<file path="config.mk">
export PLATFORM = sky130hd
export DESIGN_NAME = cur_mb_loader
export DESIGN_NICKNAME = d
export VERILOG_FILES = /design/src/rtl/cur_mb_loader.sv
export SDC_FILE = /design/constraint.sdc
export NUM_CORES = 1
export LEC_CHECK = 0
export ABC_AREA = 1
export BUFFER_PORTS_ARGS = -buffer_cell sky130_fd_sc_hd__clkbuf_2
export CORE_UTILIZATION = 64
export CTS_CLUSTER_SIZE = 40
export DETAILED_ROUTE_END_ITERATION = 10
export PLACE_DENSITY = 0.88
export SYNTH_ARGS = -nofsm -noshare
export SYNTH_HDL_FRONTEND = slang
export SYNTH_SLANG_ARGS = --single-unit
</file>
<file path="constraint.sdc">
create_clock -name clk -period 16.29 [get_ports clk]
set_input_delay 1.629 -clock clk [delete_from_list [all_inputs] [get_ports clk]]
set_output_delay 1.629 -clock clk [all_outputs]
set_load 0.03 [all_outputs]
</file>
<file path="src/rtl/cur_mb_loader.sv">
// Current-macroblock loader: fetches 16x16 luma and 8x8 Cb/Cr rows from frame
// memory, one outstanding row request at a time, into the cur_mb buffer.
module cur_mb_loader #(
    parameter int PIC_W_MB_LEN = 8,
    parameter int PIC_H_MB_LEN = 8,
    parameter int ADDR_W       = 32
) (
    input  logic                    clk,
    input  logic                    rst_n,
    input  logic                    load_start_i,
    input  logic [PIC_W_MB_LEN-1:0] mb_x_i,
    input  logic [PIC_H_MB_LEN-1:0] mb_y_i,
    input  logic [PIC_W_MB_LEN-1:0] sys_x_total_i,
    input  logic [ADDR_W-1:0]       y_base_i,
    input  logic [ADDR_W-1:0]       u_base_i,
    input  logic [ADDR_W-1:0]       v_base_i,
    output logic                    load_done_o,
    output logic                    rd_req_o,
    output logic [ADDR_W-1:0]       rd_addr_o,
    output logic [1:0]              rd_beats_o,
    input  logic                    rd_ack_i,
    input  logic                    rd_valid_i,
    input  logic [63:0]             rd_data_i,
    output logic                    buf_wr_en_o,
    output logic [5:0]              buf_wr_addr_o,
    output logic [63:0]             buf_wr_data_o
);

    typedef enum logic [1:0] {S_IDLE, S_REQ, S_DATA, S_DONE} state_t;
    typedef enum logic [1:0] {PL_Y, PL_U, PL_V} plane_t;

    state_t                  r_state;
    plane_t                  r_plane;
    logic [3:0]              r_row;
    logic                    r_beat;
    logic [PIC_W_MB_LEN-1:0] r_mb_x;
    logic [PIC_H_MB_LEN-1:0] r_mb_y;
    logic [PIC_W_MB_LEN-1:0] r_x_total;
    logic [ADDR_W-1:0]       r_y_base;
    logic [ADDR_W-1:0]       r_u_base;
    logic [ADDR_W-1:0]       r_v_base;

    plane_t                  w_nxt_plane;
    logic [3:0]              w_nxt_row;
    logic                    w_last_beat;
    logic                    w_row_last;
    logic                    w_fin;
    logic [5:0]              w_wr_addr;
    logic [ADDR_W-1:0]       w_start_addr;
    logic [ADDR_W-1:0]       w_nxt_addr;

    // Row start address; luma scales by 16 pixels per MB, chroma by 8.
    function automatic logic [ADDR_W-1:0] f_row_addr(
        input plane_t                  pl,
        input logic [3:0]              row,
        input logic [PIC_W_MB_LEN-1:0] mx,
        input logic [PIC_H_MB_LEN-1:0] my,
        input logic [PIC_W_MB_LEN-1:0] xt,
        input logic [ADDR_W-1:0]       yb,
        input logic [ADDR_W-1:0]       ub,
        input logic [ADDR_W-1:0]       vb
    );
        logic [ADDR_W-1:0] w_stride, w_line, w_col, w_base;
        if (pl == PL_Y) begin
            w_stride = (ADDR_W'(xt) + ADDR_W'(1)) << 4;
            w_line   = (ADDR_W'(my) << 4) + ADDR_W'(row);
            w_col    = ADDR_W'(mx) << 4;
            w_base   = yb;
        end else begin
            w_stride = (ADDR_W'(xt) + ADDR_W'(1)) << 3;
            w_line   = (ADDR_W'(my) << 3) + ADDR_W'(row);
            w_col    = ADDR_W'(mx) << 3;
            w_base   = (pl == PL_U) ? ub : vb;
        end
        return w_base + w_line * w_stride + w_col;
    endfunction

    always_comb begin
        w_last_beat = (r_plane == PL_Y) ? r_beat : 1'b1;
        w_row_last  = (r_plane == PL_Y) ? (r_row == 4'd15) : (r_row == 4'd7);
        w_fin       = w_row_last && (r_plane == PL_V);
        w_nxt_plane = r_plane;
        w_nxt_row   = r_row + 4'd1;
        if (w_row_last) begin
            w_nxt_row   = 4'd0;
            w_nxt_plane = (r_plane == PL_Y) ? PL_U : PL_V;
        end
        case (r_plane)
            PL_Y:    w_wr_addr = {1'b0, r_row, r_beat};
            PL_U:    w_wr_addr = {3'b100, r_row[2:0]};
            default: w_wr_addr = {3'b101, r_row[2:0]};
        endcase
    end

    assign w_start_addr = f_row_addr(PL_Y, 4'd0, mb_x_i, mb_y_i, sys_x_total_i,
                                     y_base_i, u_base_i, v_base_i);
    assign w_nxt_addr   = f_row_addr(w_nxt_plane, w_nxt_row, r_mb_x, r_mb_y, r_x_total,
                                     r_y_base, r_u_base, r_v_base);

    always_ff @(posedge clk or negedge rst_n) begin
        if (!rst_n) begin
            r_state       <= S_IDLE;
            r_plane       <= PL_Y;
            r_row         <= '0;
            r_beat        <= 1'b0;
            r_mb_x        <= '0;
            r_mb_y        <= '0;
            r_x_total     <= '0;
            r_y_base      <= '0;
            r_u_base      <= '0;
            r_v_base      <= '0;
            load_done_o   <= 1'b0;
            rd_req_o      <= 1'b0;
            rd_addr_o     <= '0;
            rd_beats_o    <= '0;
            buf_wr_en_o   <= 1'b0;
            buf_wr_addr_o <= '0;
            buf_wr_data_o <= '0;
        end else begin
            buf_wr_en_o <= 1'b0;
            case (r_state)
                S_IDLE, S_DONE: begin
                    if (load_start_i) begin
                        r_mb_x      <= mb_x_i;
                        r_mb_y      <= mb_y_i;
                        r_x_total   <= sys_x_total_i;
                        r_y_base    <= y_base_i;
                        r_u_base    <= u_base_i;
                        r_v_base    <= v_base_i;
                        r_plane     <= PL_Y;
                        r_row       <= '0;
                        r_beat      <= 1'b0;
                        load_done_o <= 1'b0;
                        rd_req_o    <= 1'b1;
                        rd_addr_o   <= w_start_addr;
                        rd_beats_o  <= 2'd2;
                        r_state     <= S_REQ;
                    end else if (r_state == S_DONE) begin
                        // Done lags the DONE state by one cycle so it follows the final write strobe.
                        load_done_o <= 1'b1;
                    end
                end
                S_REQ: begin
                    if (rd_ack_i) begin
                        rd_req_o <= 1'b0;
                        r_state  <= S_DATA;
                    end
                end
                S_DATA: begin
                    if (rd_valid_i) begin
                        buf_wr_en_o   <= 1'b1;
                        buf_wr_addr_o <= w_wr_addr;
                        buf_wr_data_o <= rd_data_i;
                        r_beat        <= w_last_beat ? 1'b0 : r_beat + 1'b1;
                        if (w_last_beat) begin
                            if (w_fin) begin
                                r_state <= S_DONE;
                            end else begin
                                r_plane    <= w_nxt_plane;
                                r_row      <= w_nxt_row;
                                rd_req_o   <= 1'b1;
                                rd_addr_o  <= w_nxt_addr;
                                rd_beats_o <= (w_nxt_plane == PL_Y) ? 2'd2 : 2'd1;
                                r_state    <= S_REQ;
                            end
                        end
                    end
                end
                default: r_state <= S_IDLE;
            endcase
        end
    end

endmodule

</file>
==> flow_summary.ini, run 1 <==
[timing]
rsz0062_at_grt = no
finalHoldViolCount = 0
period_minus_slack_ns = 9.04
fmax_mhz = 111
whs_ns = 0.481
tightest_slew_ns = 1.25
max_slew_margin_pct = 16.5
fin_skew_ns = 0.0214
setup_tns_ns = 0
slew_violations = 0
setup_violations = 0
worst_slack_ns = 7.25
final.period_utilization_pct = 55.5

[die]
fp.dieW_um = 183
core_area_um2 = 32500
dieArea_um2 = 33600
io-pin-count = 296
initial_core_util_pct = 64.9
placementRows = 66
die_h_um = 183

[synthesis]
synth_edf_count = 0
ys_seq_area_share_pct = 28.0
synth_top_area_share_pct = 28.0
syn-instance-count = 2604
synth-warning-count = 0
synth-main-ff-cell = dfrtp_1
synthesis.nets = 3177
ys_ff_latch = 236
synth_cell_types = 54
synth_top_area_cell = dfrtp_1
avgSynthCellArea_um2 = 8.09
synth.area.top_cells = dfrtp_1 28%, fa_1 15%, ha_1 14%, nand2_1 11%, inv_1 8.0%
syn_area_um2 = 21100
ys_async_sr_fraction_pct = 100

[placement]
place_inst = 3278
dp_slack_ns = 7.47
io_buffers = 295
gp_routability_congestion = 0.981
dp_hpwl_um = 47500

[route]
drc = 0
routed_wl_um = 60400
antenna_left = 0
avgRoutedWirePerCell_um = 18.1
drt_iter0_drc = 1556
num_vias = 18900
drt_pass1_iterations = 6
vias_per_cell = 5.68

[hold_path]
min_path_type = register to register
hold_start = buf_wr_data_o[38]
hold_end = buf_wr_data_o[38]
holdPathStages = 2

[final_layout]
antennaDiodeCount = 0
syn_to_final_growth_pct = 12.7
drive_above_1_share_pct = 16.5
nNetsFinal = 3438
nFillCells = 2447
seqCellArea_um2 = 5910
final_cell_count_no_fill = 3328
multi_input_area_um2 = 13100

[job]
maxCapViolations = 0

[critical_path]
worstRegToRegCells = 29
worstPathArrival_ns = 9.50
rr_endpoint = rd_addr_o[14]
cp-start-kind = register
cpPeakStageDelay_ns = 0.79
cp.required_ns = 16.75
crit_slowest_cell = o21ai_1
rrSetupSlack_ns = 7.25
timing_worst_setup_path_type = register to register
worstPathMaxFanout = 48
end_kind = register
r2r_start = r_plane[0]

[clocking]
cts_root_buf = clkbuf_16
cts_buffers = 27
clk_latency_ns = 0.57
cts_tree = built
cts_sinks = 236
ctsResizeCount = 0
clockBufferDepth = 3
cts_hold_buf = 0
path_clk_slew_ns = 0.06
cts_setup_buffers = 0
cts.htree.levels = 1

[global_route]
grt_pass1_vias = 18500
grt_pass1_wl_um = 95600
grt_max_degree = 105
antenna_found_initial = 1
gr-total-overflow = 0
grt.total_usage_pct = 36.2

[run_status]
status = complete, no violations
==> per-layer routing <==
metal | up-vias | GRT usage (%) | part of all wire (%)
met2 | 815 | 59.9 | 48
met4 | 2 | 14.2 | 4.3
met1 | 9198 | 48.0 | 40
li1 | 8708 | - | -
met5 | - | 0 | 0.022
met3 | 172 | 5.63 | 7.8
==> critical path: cells and delay by family, from the launching register on <==
kind | cells | cell delay, ns
fa+ha+maj | 10 | 4.30
simple gates | 7 | 1.75
compound gates | 4 | 1.59
buf+inv | 8 | 0.75
flops | 1 | 0.47
==> layout make-up <==
type | instances | share of cell area (%)
Multi-Input combinational cell | 1834 | 55.1
Sequential cell | 236 | 24.9
Inverter | 463 | 7.33
Timing Repair Buffer | 303 | 6.51
Clock buffer | 36 | 3.16
Tap cell | 442 | 2.33
Clock inverter | 14 | 0.680
==> worst max path at each step <==
| stage | startpoint | to | slack [ns] | cells after the start |
|---|---|---|---|---|
| after floorplan | sys_x_total_i[0] | rd_addr_o[28] | 8.87 | 36 |
| after global placement | r_plane[0] | rd_addr_o[14] | 7.74 | 29 |
| after detailed placement | r_plane[0] | rd_addr_o[14] | 7.47 | 29 |
| after CTS | r_plane[0] | rd_addr_o[14] | 7.43 | 29 |
| after global routing | r_plane[0] | rd_addr_o[14] | 6.85 | 29 |
| final | r_plane[0] | rd_addr_o[14] | 7.25 | 29 |
==> synthesized netlist by cell type, types with 5 or more instances <==
master,n
nand2_1,630
inv_1,447
nor2_1,252
dfrtp_1,236
ha_1,231
fa_1,153
o21ai_0,107
a21oi_1,98
nand3_1,89
mux2_2,80
clkbuf_1,35
nand4_1,21
buf_2,18
xor2_1,18
nor3_1,16
inv_2,12
o21a_1,12
o21bai_1,12
a22o_1,10
o21ai_1,10
o22ai_1,10
xnor2_1,9
a22oi_1,8
buf_1,8
o21ai_2,8
o31ai_1,7
nand3b_1,6
buf_4,5
buf_6,5
or2_2,5
==> logic make-up after synthesis <==
family,share of synthesized area (%)
simple gates,20.1
buf+inv,9.90
fa+ha+maj,28.3
compound gates,8.26
flops,28.0
mux,4.28
xor+xnor,1.12
==> placed cells by master (no fill, tap or decap), types with 5 or more instances in the layout <==
| cell type | n |
|---|---|
| o21a_1 | 12 |
| clkinv_2 | 6 |
| inv_2 | 13 |
| nor2_1 | 252 |
| clkbuf_1 | 5 |
| clkbuf_16 | 27 |
| dfrtp_1 | 236 |
| clkbuf_2 | 294 |
| inv_1 | 447 |
| fa_1 | 153 |
| a21oi_1 | 98 |
| o21ai_1 | 11 |
| o21ai_2 | 8 |
| mux2_2 | 80 |
| or2_2 | 5 |
| o21bai_1 | 12 |
| ha_1 | 231 |
| nand2_1 | 628 |
| o31ai_1 | 7 |
| a22oi_1 | 8 |
| nand3_1 | 89 |
| xor2_1 | 18 |
| xnor2_1 | 9 |
| buf_4 | 8 |
| nand3b_1 | 6 |
| o22ai_1 | 10 |
| nor3_1 | 16 |
| nand4_1 | 21 |
| a22o_1 | 10 |
| o21ai_0 | 106 |
| nand2_2 | 5 |
==> registers in the layout (all words and copies together), names as in the netlist, 4 cells and up <==
register / cells
r_y_base: 32
r_v_base: 32
buf_wr_data_o: 64
rd_addr_o: 32
r_mb_y: 8
r_x_total: 8
r_u_base: 32
buf_wr_addr_o: 6
r_row: 4
r_mb_x: 8
==> metrics by stage <==
stage,util (%),cell area (µm²)
after global placement,70.3,22800
after global routing,73.2,23700
after CTS,73.2,23700
after floorplan,-,21100
final,73.2,23700
after detailed placement,70.3,22800
Power of run 1 is left out: the tool's default activity adds up to more than one toggle a clock period on the data nets, which glitch-free logic cannot reach.
==> inputs of run 2 (changes only) <==
CORE_UTILIZATION = 60   (was 64)
PLACE_DENSITY = 0.83   (was 0.88)
clock period = 9.35 ns   (was 16.29 ns; I/O delays follow)
==> flow_summary.ini, run 2 (same netlist as run 1, synthesis figures left out) <==
[run_status]
status = complete, no violations

[final_layout]
layout_common_cells = 628 x nand2_1, 447 x inv_1, 294 x clkbuf_2
seqCellArea_um2 = 5910
largest_register = buf_wr_data_o
drive_above_1_share_pct = 16.4
nNetsFinal = 3440
multi_input_area_um2 = 13100
nFillCells = 2834
fin_util_pct = 68.7
syn_to_final_growth_pct = 12.7
mostFrequentLayoutCell = nand2_1
largest_register_ff_count = 64

[clocking]
cts.htree.levels = 1
clk_latency_ns = 0.55
cts_tree = built
clockBufferDepth = 3
ctsResizeCount = 0
cts_buffers = 26
cts_setup_buffers = 0
cts_root_buf = clkbuf_16
cts_sinks = 236
path_clk_slew_ns = 0.06
cts_hold_buf = 0

[timing]
final.period_utilization_pct = 87.6
period_minus_slack_ns = 8.19
max_slew_margin_pct = 29.2
setup_violations = 0
tightest_slew_ns = 1.05
setup_tns_ns = 0
rsz0062_at_grt = no
finalHoldViolCount = 0
fin_skew_ns = 0.0211
slew_violations = 0
whs_ns = 0.386
fmax_mhz = 122

[critical_path]
worstSetupStartpoint = r_plane[0]
worstPathMaxFanout = 9
cp-start-kind = register
worstPathArrival_ns = 8.67
r2r_start = r_plane[0]
timing_worst_setup_path_type = register to register
crit_slowest_cell = fa_1
crit_top_cell = inv_1
cpPeakStageDelay_ns = 0.52
cp.required_ns = 9.83
end_kind = register

[route]
drt_iter0_drc = 1213
avgRoutedWirePerCell_um = 18.0
routed_wl_um = 60200
drc = 0
antenna_left = 0
vias_per_cell = 5.54
num_vias = 18500
drt_pass1_iterations = 5

[placement]
gp_routability_congestion = 0.954
io_buffers = 295
dp_hpwl_um = 48600

[die]
placementRows = 68
die_h_um = 189
dieArea_um2 = 35900
initial_core_util_pct = 61.0
fp.dieW_um = 189
core_area_um2 = 34500
io-pin-count = 296

[global_route]
grt_pass1_vias = 18200
antenna_found_initial = 0
grt_max_degree = 99
gr-total-overflow = 0
grt.total_usage_pct = 33.8
grt_pass1_wl_um = 94400

[hold_path]
min_path_type = primary input to asynchronous set/reset pin

[job]
maxCapViolations = 0
==> run 2: metrics by stage <==
stage,setup WS [ns],instances,cell area (µm²)
CTS,1.18,3339,23700
floorplan,2.16,2604,21100
global route,0.689,3339,23700
detailed placement,1.23,3294,22900
finish,1.16,3340,23700
global placement,1.35,3294,22900
==> run 2: per-layer routing <==
layer / wire length, µm / part of all wire (%) / up-vias / GRT usage, %
met3: 4440 / 7.4 / 145 / 5.76
li1: - / - / 8710 / -
met2: 28600 / 47 / 720 / 56.3
met4: 2150 / 3.6 / 0 / 11.8
met5: 0 / 0 / - / 0
met1: 25000 / 42 / 8916 / 44.4
==> run 2: worst max-delay path, delay by kind of cell, from the launching register on <==
family	cells	cell delay, ns
flip-flops	1	0.47
AO/OA/AOI/OAI	4	0.75
AND/OR/NAND/NOR	14	1.74
adder cells (fa/ha/maj)	11	4.39
XOR/XNOR	1	0.22
buffers and inverters	8	0.54
==> run 2: path summary, 6_finish.rpt <==
check                               endpoint  slack (ns)  depth (start not counted)
hold reg to reg            buf_wr_data_o[26]        0.48                          2
max in group asynchronous          r_mb_x[0]        7.48                          2
setup reg to reg               rd_addr_o[15]        1.16                         38
min in group clk           buf_wr_data_o[26]        0.48                          2
setup / recovery               rd_addr_o[15]        1.16                         38
hold / removal             buf_wr_data_o[56]        0.39                          1
==> run 2: area by class of cell <==
cell class	count	share of cell area [%]
diodes	1	0.0105
clock buffers	38	3.23
clock inverters	7	0.406
inverters	463	7.33
multi-input cells	1834	55.1
flip-flops and latches	236	24.9
well taps	455	2.40
repair buffers	306	6.61
Power of run 2 is left out for the same reason.
